<file path="src/rtl/pe_spike_conv_row_if.sv">
// Handshake bundle for one spiking-conv PE: filter load, spike-row input,
// partial-sum output and spike-row forward to the next PE in the column.
interface pe_spike_conv_row_if #(
  parameter int K       = 3,
  parameter int IFMAP_W = 5,
  parameter int WT_W    = 8,
  parameter int PSUM_W  = 10,
  parameter int IDX_W   = ((IFMAP_W - K + 1) > 1) ? $clog2(IFMAP_W - K + 1) : 1
);
  logic                 filt_valid;
  logic                 filt_ready;
  logic [K*WT_W-1:0]    filt_data;

  logic                 ifmap_valid;
  logic                 ifmap_ready;
  logic [IFMAP_W-1:0]   ifmap_data;

  logic                 psum_valid;
  logic                 psum_ready;
  logic [PSUM_W-1:0]    psum_data;
  logic [IDX_W-1:0]     psum_idx;
  logic                 psum_last;

  logic                 fwd_valid;
  logic                 fwd_ready;
  logic [IFMAP_W-1:0]   fwd_data;

  // Upstream producer / downstream consumer side.
  modport master (
    output filt_valid, filt_data, ifmap_valid, ifmap_data, psum_ready, fwd_ready,
    input  filt_ready, ifmap_ready, psum_valid, psum_data, psum_idx, psum_last,
           fwd_valid, fwd_data
  );

  // Processing-element side.
  modport slave (
    input  filt_valid, filt_data, ifmap_valid, ifmap_data, psum_ready, fwd_ready,
    output filt_ready, ifmap_ready, psum_valid, psum_data, psum_idx, psum_last,
           fwd_valid, fwd_data
  );
endinterface

</file>
<file path="src/rtl/pe_spike_conv_row.sv">
// Spiking 1-D convolution PE: one spike-gated weight tap per cycle into a
// saturating accumulator, NOUT sliding sums per row, optional row forward.
module pe_spike_conv_row #(
  parameter int K         = 3,
  parameter int IFMAP_W   = 5,
  parameter int WT_W      = 8,
  parameter int PSUM_W    = 10,
  parameter int FWD_IFMAP = 1
) (
  input  logic               clk,
  input  logic               rst,
  pe_spike_conv_row_if.slave bus,
  output logic               busy
);

  localparam int NOUT  = IFMAP_W - K + 1;
  localparam int IDX_W = (NOUT > 1) ? $clog2(NOUT) : 1;
  localparam int TAP_W = (K > 1) ? $clog2(K) : 1;
  localparam int SUM_W = ((WT_W > PSUM_W) ? WT_W : PSUM_W) + 1;
  localparam logic [SUM_W-1:0] PSUM_MAX = SUM_W'({PSUM_W{1'b1}});

  typedef enum logic [1:0] {IDLE, MAC, OUT, FWD} state_t;

  state_t              state, next_state;
  logic                filt_loaded;
  logic [K*WT_W-1:0]   wts;
  logic [IFMAP_W-1:0]  row;
  logic [PSUM_W-1:0]   acc;
  logic [IDX_W-1:0]    j;
  logic [TAP_W-1:0]    tap;

  logic                filt_ready, ifmap_ready, psum_valid, fwd_valid;
  logic                filt_accept, ifmap_accept, psum_fire;
  logic                tap_last, j_last;

  logic [WT_W-1:0]     tap_wt;
  logic                spike_bit;
  logic [SUM_W-1:0]    sum;
  logic [PSUM_W-1:0]   acc_next;

  assign tap_last     = (tap == TAP_W'(K - 1));
  assign j_last       = (j == IDX_W'(NOUT - 1));
  assign filt_accept  = bus.filt_valid && filt_ready;
  assign ifmap_accept = bus.ifmap_valid && ifmap_ready;
  assign psum_fire    = psum_valid && bus.psum_ready;

  always_ff @(posedge clk) begin
    // NOTE: non-blocking so every register samples pre-edge values, independent of block order.
    if (rst) state <= IDLE;
    else     state <= next_state;
  end

  always_comb begin
    // NOTE: every output gets a default first so no path through the case infers a latch.
    next_state  = state;
    filt_ready  = 1'b0;
    ifmap_ready = 1'b0;
    psum_valid  = 1'b0;
    fwd_valid   = 1'b0;
    case (state)
      IDLE: begin
        filt_ready = 1'b1;
        // A pending filter wins, so filter and row never land in the same cycle.
        ifmap_ready = filt_loaded && !bus.filt_valid;
        if (bus.ifmap_valid && ifmap_ready) next_state = MAC;
      end
      MAC: begin
        if (tap_last) next_state = OUT;
      end
      OUT: begin
        psum_valid = 1'b1;
        if (bus.psum_ready) begin
          if (!j_last)             next_state = MAC;
          else if (FWD_IFMAP != 0) next_state = FWD;
          else                     next_state = IDLE;
        end
      end
      FWD: begin
        fwd_valid = (FWD_IFMAP != 0);
        if (bus.fwd_ready) next_state = IDLE;
      end
      default: next_state = IDLE;
    endcase
  end

  // Multiply-free tap: the spike bit under the window gates its weight in.
  always_comb begin
    tap_wt    = WT_W'(wts >> (int'(tap) * WT_W));
    spike_bit = 1'(row >> (int'(j) + int'(tap)));
    sum       = SUM_W'(acc) + (spike_bit ? SUM_W'(tap_wt) : '0);
    acc_next  = (sum > PSUM_MAX) ? '1 : PSUM_W'(sum);
  end

  // NOTE: the weight row is storage gated by filt_loaded, so it needs no reset.
  always_ff @(posedge clk) begin
    if (filt_accept) wts <= bus.filt_data;
  end

  always_ff @(posedge clk) begin
    if (rst) begin
      filt_loaded <= 1'b0;
      row         <= '0;
      acc         <= '0;
      j           <= '0;
      tap         <= '0;
    end else begin
      if (filt_accept) filt_loaded <= 1'b1;
      if (ifmap_accept) begin
        row <= bus.ifmap_data;
        acc <= '0;
        j   <= '0;
        tap <= '0;
      end
      if (state == MAC) begin
        acc <= acc_next;
        tap <= tap_last ? '0 : tap + TAP_W'(1);
      end
      if (psum_fire && !j_last) begin
        j   <= j + IDX_W'(1);
        acc <= '0;
        tap <= '0;
      end
    end
  end

  // acc, j and row are frozen outside MAC/accept, so OUT and FWD hold stable.
  assign bus.filt_ready  = filt_ready;
  assign bus.ifmap_ready = ifmap_ready;
  assign bus.psum_valid  = psum_valid;
  assign bus.psum_data   = acc;
  assign bus.psum_idx    = j;
  assign bus.psum_last   = psum_valid && j_last;
  assign bus.fwd_valid   = fwd_valid;
  assign bus.fwd_data    = row;
  assign busy            = (state != IDLE);

endmodule
</file>
<file path="src/flat_wrapper.sv">
// flat-port wrapper written by rule: the top's interface ports become plain ports
module pe_spike_conv_row_flat 
#(
  parameter int K         = 3,
  parameter int IFMAP_W   = 5,
  parameter int WT_W      = 8,
  parameter int PSUM_W    = 10,
  parameter int FWD_IFMAP = 1
)
  (clk, rst, busy, bus_filt_valid, bus_filt_data, bus_ifmap_valid, bus_ifmap_data, bus_psum_ready, bus_fwd_ready, bus_filt_ready, bus_ifmap_ready, bus_psum_valid, bus_psum_data, bus_psum_idx, bus_psum_last, bus_fwd_valid, bus_fwd_data);
  pe_spike_conv_row_if #(.K(K), .IFMAP_W(IFMAP_W), .WT_W(WT_W), .PSUM_W(PSUM_W)) bus_i ();
  input  logic clk;
  input  logic rst;
  output logic busy;
  input wire logic [$bits(bus_i.filt_valid)-1:0] bus_filt_valid;
  input wire logic [$bits(bus_i.filt_data)-1:0] bus_filt_data;
  input wire logic [$bits(bus_i.ifmap_valid)-1:0] bus_ifmap_valid;
  input wire logic [$bits(bus_i.ifmap_data)-1:0] bus_ifmap_data;
  input wire logic [$bits(bus_i.psum_ready)-1:0] bus_psum_ready;
  input wire logic [$bits(bus_i.fwd_ready)-1:0] bus_fwd_ready;
  output wire logic [$bits(bus_i.filt_ready)-1:0] bus_filt_ready;
  output wire logic [$bits(bus_i.ifmap_ready)-1:0] bus_ifmap_ready;
  output wire logic [$bits(bus_i.psum_valid)-1:0] bus_psum_valid;
  output wire logic [$bits(bus_i.psum_data)-1:0] bus_psum_data;
  output wire logic [$bits(bus_i.psum_idx)-1:0] bus_psum_idx;
  output wire logic [$bits(bus_i.psum_last)-1:0] bus_psum_last;
  output wire logic [$bits(bus_i.fwd_valid)-1:0] bus_fwd_valid;
  output wire logic [$bits(bus_i.fwd_data)-1:0] bus_fwd_data;
  assign bus_i.filt_valid = bus_filt_valid;
  assign bus_i.filt_data = bus_filt_data;
  assign bus_i.ifmap_valid = bus_ifmap_valid;
  assign bus_i.ifmap_data = bus_ifmap_data;
  assign bus_i.psum_ready = bus_psum_ready;
  assign bus_i.fwd_ready = bus_fwd_ready;
  assign bus_filt_ready = bus_i.filt_ready;
  assign bus_ifmap_ready = bus_i.ifmap_ready;
  assign bus_psum_valid = bus_i.psum_valid;
  assign bus_psum_data = bus_i.psum_data;
  assign bus_psum_idx = bus_i.psum_idx;
  assign bus_psum_last = bus_i.psum_last;
  assign bus_fwd_valid = bus_i.fwd_valid;
  assign bus_fwd_data = bus_i.fwd_data;
  pe_spike_conv_row #(.K(K), .IFMAP_W(IFMAP_W), .WT_W(WT_W), .PSUM_W(PSUM_W), .FWD_IFMAP(FWD_IFMAP)) u_core (.clk(clk), .rst(rst), .bus(bus_i), .busy(busy));
endmodule
</file>
<file path="config.mk">
export PLATFORM = sky130hd
export DESIGN_NAME = pe_spike_conv_row_flat
export DESIGN_NICKNAME = d
export VERILOG_FILES = /design/src/rtl/pe_spike_conv_row_if.sv /design/src/rtl/pe_spike_conv_row.sv /design/src/flat_wrapper.sv
export SDC_FILE = /design/constraint.sdc
export NUM_CORES = 1
export LEC_CHECK = 0
export ABC_CLOCK_PERIOD_IN_PS = 6100
export BUFFER_PORTS_ARGS = -buffer_cell sky130_fd_sc_hd__buf_2
export CAP_MARGIN = 20
export CORE_ASPECT_RATIO = 0.6
export CORE_UTILIZATION = 55
export CTS_CLUSTER_DIAMETER = 100
export DETAILED_ROUTE_END_ITERATION = 7
export PLACE_DENSITY = 0.82
export SYNTH_ARGS = -nofsm -noshare
export SYNTH_HDL_FRONTEND = slang
export SYNTH_SLANG_ARGS = --single-unit
</file>
<file path="constraint.sdc">
create_clock -name clk -period 6.1 [get_ports clk]
set_input_delay 0.915 -clock clk [delete_from_list [all_inputs] [get_ports clk]]
set_output_delay 0.915 -clock clk [all_outputs]
set_load 0.05 [all_outputs]
</file>
==> results of run 1 <==
metal layers:
layer	routed length [µm]	vias to the layer above	track usage
li1	-	970	-
met1	2640	935	0.340
met2	2160	62	0.336
met3	358	5	0.0593
met4	36	0	0.0574
met5	0	-	0
where the power goes:
part,internal [µW],switching (µW)
clock,80.5,104
combinational,27.6,46.8
sequential,342,9.24
state kept, by name (all words and copies together), names as in the netlist:
register	cells
u_core.bus.psum_data	10
u_core.wts	24
u_core.bus.fwd_data	5
u_core.state	2
u_core.tap	2
u_core.filt_loaded	1
u_core.bus.psum_idx	2
area by class of cell:
cell class	instances	area (µm²)	area share
sequential	46	1160	0.415
inverter	12	45.0	0.0161
clock buffer	5	68.8	0.0246
tap	60	75.1	0.0268
clock inverter	3	21.3	0.00760
timing repair buffer	57	285	0.102
multi-input combinational	166	1140	0.408
logic make-up after synthesis:
logic type / Yosys count / synth area share
multiplexers: 11 / 0.0560
AO/OA/AOI/OAI: 63 / 0.168
AND/OR/NAND/NOR: 76 / 0.166
buffers and inverters: 24 / 0.0461
adder cells (fa/ha/maj): 12 / 0.0684
flip-flops: 46 / 0.481
XOR/XNOR: 4 / 0.0145
worst paths after layout:
check        slack [ns]              startpoint                 endpoint  depth (start not counted)
max reg2reg        1.91           u_core.tap[0]  u_core.bus.psum_data[1]                         14
max                1.91           u_core.tap[0]  u_core.bus.psum_data[1]                         14
min                0.49  u_core.bus.fwd_data[0]   u_core.bus.fwd_data[0]                          2
min reg2reg        0.49  u_core.bus.fwd_data[0]   u_core.bus.fwd_data[0]                          2
cells in the final DEF, fill, tap and decap left out, types with 2 or more instances in the layout:
master and count:
sky130_fd_sc_hd__fa_1 2, sky130_fd_sc_hd__o21a_1 2, sky130_fd_sc_hd__o21ai_0 13, sky130_fd_sc_hd__xor2_1 2, sky130_fd_sc_hd__inv_1 12, sky130_fd_sc_hd__edfxtp_1 24
sky130_fd_sc_hd__nor2b_1 2, sky130_fd_sc_hd__xnor2_1 2, sky130_fd_sc_hd__nor3_1 4, sky130_fd_sc_hd__a311oi_1 4, sky130_fd_sc_hd__a31oi_1 5, sky130_fd_sc_hd__a21oi_1 19
sky130_fd_sc_hd__a21oi_2 2, sky130_fd_sc_hd__mux4_2 2, sky130_fd_sc_hd__and2_1 11, sky130_fd_sc_hd__mux2i_1 9, sky130_fd_sc_hd__a211oi_1 5, sky130_fd_sc_hd__or3_1 2
sky130_fd_sc_hd__nand3b_1 2, sky130_fd_sc_hd__nor2_1 17, sky130_fd_sc_hd__nor3b_1 4, sky130_fd_sc_hd__dfxtp_1 22, sky130_fd_sc_hd__o211ai_1 3, sky130_fd_sc_hd__ha_1 10
sky130_fd_sc_hd__buf_2 57, sky130_fd_sc_hd__nand3_1 2, sky130_fd_sc_hd__nand2b_1 3, sky130_fd_sc_hd__clkbuf_8 5, sky130_fd_sc_hd__nand2_1 22
critical path: cells and delay by family, from the launching register on:
family	cells	cell delay [ns]
DFF	1	0.73
AOI/OAI and AO/OA	4	1.24
and+or+nand+nor	4	0.65
buffers and inverters	2	0.12
adders and majority gates	4	1.36
metrics by stage:
| stage | setup WS [ns] | cell area [µm²] | instances | total power, µW |
|---|---|---|---|---|
| detailed placement | 1.96 | 2710 | 341 | 432 |
| global placement | 2.21 | 2710 | 341 | 431 |
| floorplan | 2.27 | 2410 | 236 | 407 |
| global route | 1.55 | 2800 | 349 | 633 |
| finish | 1.91 | 2800 | 349 | 610 |
| CTS | 1.93 | 2800 | 349 | 612 |
==> implementation parameters, run 1 <==
Parameter                              Value

STA
  Final Hold Fails ... 0
  Share of the clock period used by the worst path ... 0.686
  Slew @ Worst Pin ... 1.08 ns
  Normalized max-slew margin ... 0.280
  Setup repair after global routing missed its margin ... false
  Smallest hold slack ... 0.489 ns
  Number of max-slew violations in the final report ... 0
  Post-route minimum period ... 4.19 ns
  Max Fclk ... 0.239 GHz
  Fin Clk Skew ... 0.00878 ns
  Fin Setup TNS ... 0 ns
  Setup violation total in the final timing report ... 0

Route
  Iter 0 DRT Violations ... 127
  DR pass1 iterations ... 4
  Number of remaining DRC errors ... 0
  Antenna-violating nets left ... 0
  Mean routed wirelength per cell ... 14.9 µm
  Wire length after detailed routing ... 5.20 mm
  Average via count per standard cell ... 5.65
  Count of vias placed by the detailed router ... 1972

Layout
  Area growth, synth to finish ... 15.9%
  Fill cell total of the finished layout ... 335
  Number of nets at the end of the flow ... 335
  Number of inserted diodes ... 0
  Final core area utilization ... 0.671
  Share of post-route cells with drive strength above 1 ... 0.256

Floorplan
  Height of the die ... 53.3 µm
  Placeable core region ... 4170 µm²
  Initial Utilization ... 0.579
  Boundary pin count ... 58
  Standard-cell rows ... 18
  Die Wd ... 87.5 µm
  Die area ... 4670 µm²

Logic synthesis
  Count of different cell masters after synthesis ... 48
  Most numerous cell types in the synthesized netlist ... 24 x sky130_fd_sc_hd__edfxtp_1, 22 x sky130_fd_sc_hd__dfxtp_1, 22 x sky130_fd_sc_hd__nand2_1
  Gate Count Post-Synth ... 236
  EDFF count, synth ... 24
  Top FF cell, synth ... sky130_fd_sc_hd__edfxtp_1
  Top cells by area, synth ... sky130_fd_sc_hd__edfxtp_1 30%, sky130_fd_sc_hd__dfxtp_1 18%, sky130_fd_sc_hd__ha_1 5.2%, sky130_fd_sc_hd__a21oi_1 3.9%, sky130_fd_sc_hd__mux2i_1 3.7%
  Post-synthesis average cell area ... 10.2 µm²
  Share of the yosys chip area belonging to registers ... 0.481
  Yosys synthesis warning count ... 0
  Cell type with the largest total area after synthesis ... sky130_fd_sc_hd__edfxtp_1
  Most used standard cell by instance count after synthesis ... sky130_fd_sc_hd__edfxtp_1
  Count of state elements after synthesis ... 46
  Mapped Nets ... 283
  Proportion of netlist area held by the largest area contributor ... 0.299
  Fraction of registers with async set or reset after synthesis ... 0
  Post-synthesis cell area ... 2410 µm²

Worst setup path
  Setup crit start kind ... flip-flop
  Cells along the critical path ... ha_1, inv_1, fa_1, nand3b_1, o21ai_0, and2_1, ha_1, inv_1, fa_1, nand2b_1, a21oi_2, o211a_1, nand2_1, a311oi_1
  Data required, critical path ... 6.31 ns
  Category of the most critical setup path ... reg2reg
  Crit path max-delay cell type ... sky130_fd_sc_hd__dfxtp_1
  Endpoint kind of the worst setup timing path ... flip-flop
  CP arrival ... 4.39 ns
  Largest fanout on the critical path ... 13
  Delay of the slowest cell on the worst path ... 0.73 ns

GRT
  Pin count of the biggest net entering global routing ... 26
  Total track usage ... 0.231
  Vias in the first global route ... 1647
  Global-route wire length before repair ... 7.89 mm
  Number of antenna violations at the first check in global routing ... 0
  Grt total ovfl ... 0

Power
  Power density over cell area ... 218 nW/µm²
  Worst vdd rail ir drop ... 0.132 mV
  Leakage power ... 0.00115 µW

CTS
  Clk Latency, worst-skew pair ... 0.30 ns
  Cts bufs inserted ... 5
  Clock tree from TritonCTS ... built
  Clock root cell ... sky130_fd_sc_hd__clkbuf_8
  Count of hold-fix buffers inserted at cts ... 0
  Number of setup buffers added after CTS ... 0
  Clock tree sinks ... 46
  Post-CTS resize count ... 0
  # H-tree levels ... 2
  Deepest clock path buffer count ... 2
  Clock slew at reported path FFs ... 0.09 ns

Placement
  Buffers added on ports ... 57
  Routability congestion estimate from global placement ... 0.905
  Placed wire-length estimate ... 3.90 mm

Run
  Count of max-cap constraint violations ... 0

Min path
  Path category of the worst min-delay check ... reg2reg

Status
  Run status ... finished clean
(Power assumes the default switching activity.)
==> run 2: changes to the inputs <==
Settings changed: ABC_AREA set to 1, ABC_CLOCK_PERIOD_IN_PS 6100 to 4400, CORE_UTILIZATION 55 to 53, PLACE_DENSITY 0.82 to 0.79.
Clock period 6.1 ns to 4.4 ns, I/O delays scaled along.
==> run 2 against run 1 <==
  * Routed wire length is 4.7% lower
  * Worst setup slack worse by 0.88 ns
  * Sequential share of layout area fell by 1.3 points
  * Clock-buffer cell count is the same
  * Core utilization up 1.1 points
  * Final cell count rose by 17%
  * Area after synthesis is 0.26% higher
  * Critical path type unchanged
  * Highest routed layer unchanged
==> implementation parameters, run 2 <==
Parameter                              Value

Floorplan
  Die Wd ... 89.2 µm (was 87.5 µm)
  Die area ... 4850 µm² (was 4670 µm²)
  Placeable core region ... 4230 µm² (was 4170 µm²)
  Standard-cell rows ... 18 (unchanged)
  Height of the die ... 54.3 µm (was 53.3 µm)
  Initial Utilization ... 0.572 (was 0.579)
  Boundary pin count ... 58 (unchanged)

Route
  Antenna-violating nets left ... 0 (unchanged)
  Number of remaining DRC errors ... 0 (unchanged)
  Count of vias placed by the detailed router ... 2025 (was 1972)
  Average via count per standard cell ... 4.96 (was 5.65)
  Iter 0 DRT Violations ... 101 (was 127)
  DR pass1 iterations ... 4 (unchanged)
  Mean routed wirelength per cell ... 12.1 µm (was 14.9 µm)
  Wire length after detailed routing ... 4.95 mm (was 5.20 mm)

Placement
  Buffers added on ports ... 57 (unchanged)
  Routability congestion estimate from global placement ... 0.885 (was 0.905)
  Placed wire-length estimate ... 3.84 mm (was 3.90 mm)
  Instance count after placement with tap cells included ... 399 (was 341)
  Post-placement cell area ... 2760 µm² (was 2710 µm²)

Worst setup path
  Endpoint of the worst register-to-register path ... u_core.bus.psum_data[2] (was u_core.bus.psum_data[1])
  Number of cell instances on the worst register-to-register path ... 19 (was 14)
  Category of the most critical setup path ... reg2reg (unchanged)
  Timing startpoint of the critical path ... u_core.tap[0] (unchanged)
  Endpoint kind of the worst setup timing path ... flip-flop (unchanged)
  CP arrival ... 3.60 ns (was 4.39 ns)
  Setup crit start kind ... flip-flop (unchanged)
  Worst reg-to-reg setup slack ... 1.03 ns (was 1.91 ns)
  Reg2reg start ... u_core.tap[0] (unchanged)
  Largest fanout on the critical path ... 9 (was 13)
  Data required, critical path ... 4.63 ns (was 6.31 ns)

Power
  Cell-internal power ... 687 µW (was 450 µW)
  Switching share of total power ... 0.261 (was 0.262)
  Power density over cell area ... 322 nW/µm² (was 218 nW/µm²)
  Sequential group share of total power ... 0.523 (was 0.576)
  Worst vdd rail ir drop ... 0.211 mV (was 0.132 mV)
  Leakage power ... 0.00133 µW (was 0.00115 µW)
  Clock power frac ... 0.346 (was 0.302)
  Net Switching ... 242 µW (was 160 µW)
  Combinational Power Share ... 0.131 (was 0.122)

STA
  Setup violation total in the final timing report ... 0 (unchanged)
  Fin Setup TNS ... 0 ns (unchanged)
  Fin Clk Skew ... 0.00423 ns (was 0.00878 ns)
  Post-route minimum period ... 3.37 ns (was 4.19 ns)
  Setup repair after global routing missed its margin ... false (unchanged)
  Slew @ Worst Pin ... 0.683 ns (was 1.08 ns)
  Share of the clock period used by the worst path ... 0.766 (was 0.686)
  Smallest hold slack ... 0.498 ns (was 0.489 ns)
  Normalized max-slew margin ... 0.544 (was 0.280)
  Number of max-slew violations in the final report ... 0 (unchanged)
  Final Hold Fails ... 0 (unchanged)
  Max Fclk ... 0.297 GHz (was 0.239 GHz)

Layout
  Most frequent cells in the layout ... 75 x sky130_fd_sc_hd__nand2_1, 57 x sky130_fd_sc_hd__buf_2, 32 x sky130_fd_sc_hd__inv_1, 27 x sky130_fd_sc_hd__nor2_1, 24 x sky130_fd_sc_hd__edfxtp_1 (was 57 x sky130_fd_sc_hd__buf_2, 24 x sky130_fd_sc_hd__edfxtp_1, 22 x sky130_fd_sc_hd__nand2_1, 22 x sky130_fd_sc_hd__dfxtp_1, 19 x sky130_fd_sc_hd__a21oi_1)
  Number of inserted diodes ... 0 (unchanged)
  Post-Layout Cell Count ... 408 (was 349)
  Area growth, synth to finish ... 19.4% (was 15.9%)
  Commonest non-fill, non-tap cell in the layout ... sky130_fd_sc_hd__nand2_1 (was sky130_fd_sc_hd__buf_2)
  Max reg flops ... 24 (unchanged)
  Number of nets at the end of the flow ... 394 (was 335)
  Register with the most flip-flops ... u_core.wts (unchanged)
  Design Area, Final ... 2890 µm² (was 2800 µm²)
  Share of post-route cells with drive strength above 1 ... 0.287 (was 0.256)

Min path
  Hold-critical path depth ... 2 (unchanged)
  Hold Path End ... u_core.bus.psum_data[7] (was u_core.bus.fwd_data[0])
  Hold Path Origin ... u_core.bus.psum_data[7] (was u_core.bus.fwd_data[0])
  Path category of the worst min-delay check ... reg2reg (unchanged)

CTS
  Cts bufs inserted ... 5 (unchanged)
  Number of setup buffers added after CTS ... 0 (unchanged)
  # H-tree levels ... 2 (unchanged)
  Clock root cell ... sky130_fd_sc_hd__clkbuf_8 (unchanged)
  Clock tree from TritonCTS ... built (unchanged)
  Clock slew at reported path FFs ... 0.09 ns (about the same)
  Clock tree sinks ... 46 (unchanged)
  Post-CTS resize count ... 0 (unchanged)
  Count of hold-fix buffers inserted at cts ... 0 (unchanged)
  Clk Latency, worst-skew pair ... 0.30 ns (about the same)
  Deepest clock path buffer count ... 2 (unchanged)

GRT
  Total track usage ... 0.228 (was 0.231)
  Number of antenna violations at the first check in global routing ... 0 (unchanged)
  Grt total ovfl ... 0 (unchanged)
  Pin count of the biggest net entering global routing ... 26 (unchanged)
  Global-route wire length before repair ... 8.06 mm (was 7.89 mm)
  Vias in the first global route ... 1766 (was 1647)

Logic synthesis
  Mapped Nets ... 331 (was 283)
  Top FF cell, synth ... sky130_fd_sc_hd__edfxtp_1 (unchanged)
  Gate Count Post-Synth ... 284 (was 236)
  Post-synthesis average cell area ... 8.52 µm² (was 10.2 µm²)
  Count of state elements after synthesis ... 46 (unchanged)
  Top cells by area, synth ... sky130_fd_sc_hd__edfxtp_1 30%, sky130_fd_sc_hd__dfxtp_1 18%, sky130_fd_sc_hd__nand2_1 12%, sky130_fd_sc_hd__ha_1 5.2%, sky130_fd_sc_hd__inv_1 5.0% (was sky130_fd_sc_hd__edfxtp_1 30%, sky130_fd_sc_hd__dfxtp_1 18%, sky130_fd_sc_hd__ha_1 5.2%, sky130_fd_sc_hd__a21oi_1 3.9%, sky130_fd_sc_hd__mux2i_1 3.7%)
  Count of different cell masters after synthesis ... 32 (was 48)
  EDFF count, synth ... 24 (unchanged)
  Fraction of registers with async set or reset after synthesis ... 0 (unchanged)
  Most numerous cell types in the synthesized netlist ... 75 x sky130_fd_sc_hd__nand2_1, 32 x sky130_fd_sc_hd__inv_1, 28 x sky130_fd_sc_hd__nor2_1 (was 24 x sky130_fd_sc_hd__edfxtp_1, 22 x sky130_fd_sc_hd__dfxtp_1, 22 x sky130_fd_sc_hd__nand2_1)
  Yosys synthesis warning count ... 0 (unchanged)
  Post-synthesis cell area ... 2420 µm² (was 2410 µm²)
  Most used standard cell by instance count after synthesis ... sky130_fd_sc_hd__nand2_1 (was sky130_fd_sc_hd__edfxtp_1)
  Proportion of netlist area held by the largest area contributor ... 0.298 (was 0.299)
  Share of the yosys chip area belonging to registers ... 0.480 (was 0.481)
  Cell type with the largest total area after synthesis ... sky130_fd_sc_hd__edfxtp_1 (unchanged)

Status
  Run status ... finished clean (unchanged)

Run
  Count of max-cap constraint violations ... 0 (unchanged)
[run 2: cell families after synthesis]
kind of cell               share of synthesized area
adders and majority gates                     0.0683
AOI/OAI and AO/OA                              0.109
xor gates and xnor gates                      0.0109
DFF                                            0.480
buffers and inverters                         0.0724
and+or+nand+nor                                0.260
[run 2: worst max path at each step]
stage	to	slack, ns	cells past startpoint
floorplan	u_core.bus.psum_data[2]	1.08	21
global placement	u_core.bus.psum_data[2]	1.27	19
detailed placement	u_core.bus.psum_data[2]	1.08	19
CTS	u_core.bus.psum_data[2]	1.06	19
global route	u_core.bus.psum_data[2]	0.76	21
finish	u_core.bus.psum_data[2]	1.03	19
[run 2: power by group through the flow]
stage | sequential [µW] | clock [µW] | combinational (µW)
finish | 486 | 322 | 122
detailed placement | 496 | 0 | 118
global route | 488 | 347 | 135
CTS | 486 | 327 | 119
global placement | 495 | 0 | 118
floorplan | 503 | 0 | 76.0
[run 2: metal layers]
metal | wire (µm) | vias to the layer above | global-route usage
met5 | 0 | - | 0
met4 | 34 | 0 | 0.0556
met3 | 286 | 4 | 0.0603
met2 | 1930 | 74 | 0.319
met1 | 2700 | 892 | 0.346
li1 | - | 1055 | -
[run 2: area by class of cell]
| cell class | count | area [µm²] |
|---|---|---|
| Multi-Input combinational cell | 198 | 1090 |
| Fill cell | 349 | 1340 |
| Inverter | 38 | 150 |
| Sequential cell | 46 | 1160 |
| Timing Repair Buffer | 58 | 300 |
| Clock buffer | 5 | 68.8 |
| Clock inverter | 3 | 48.8 |
| Tap cell | 60 | 75.1 |
[run 2: worst max-delay path, stage by stage, from the launching register on]
cell	delay (ns)
sky130_fd_sc_hd__dfxtp_1	0.40
sky130_fd_sc_hd__ha_1	0.17
sky130_fd_sc_hd__inv_1	0.05
sky130_fd_sc_hd__fa_1	0.52
sky130_fd_sc_hd__nand3_1	0.09
sky130_fd_sc_hd__o21ai_0	0.16
sky130_fd_sc_hd__inv_1	0.15
sky130_fd_sc_hd__a31oi_1	0.19
sky130_fd_sc_hd__ha_1	0.23
sky130_fd_sc_hd__inv_1	0.07
sky130_fd_sc_hd__fa_1	0.38
sky130_fd_sc_hd__inv_1	0.08
sky130_fd_sc_hd__nand3_1	0.06
sky130_fd_sc_hd__nand2_1	0.13
sky130_fd_sc_hd__nand2_1	0.08
sky130_fd_sc_hd__nand3_2	0.09
sky130_fd_sc_hd__nand2_2	0.14
sky130_fd_sc_hd__o21ai_0	0.12
sky130_fd_sc_hd__nand2_1	0.08
sky130_fd_sc_hd__a21oi_2	0.11
[run 2: stage by stage]
stage,setup slack (ns),utilization,total power (µW)
6_report,1.03,0.683,930
5_1_grt,0.757,0.683,970
4_1_cts,1.06,0.679,932
3_5_place_dp,1.08,0.651,614
3_3_place_gp,1.27,0.651,613
2_1_floorplan,1.08,-,579
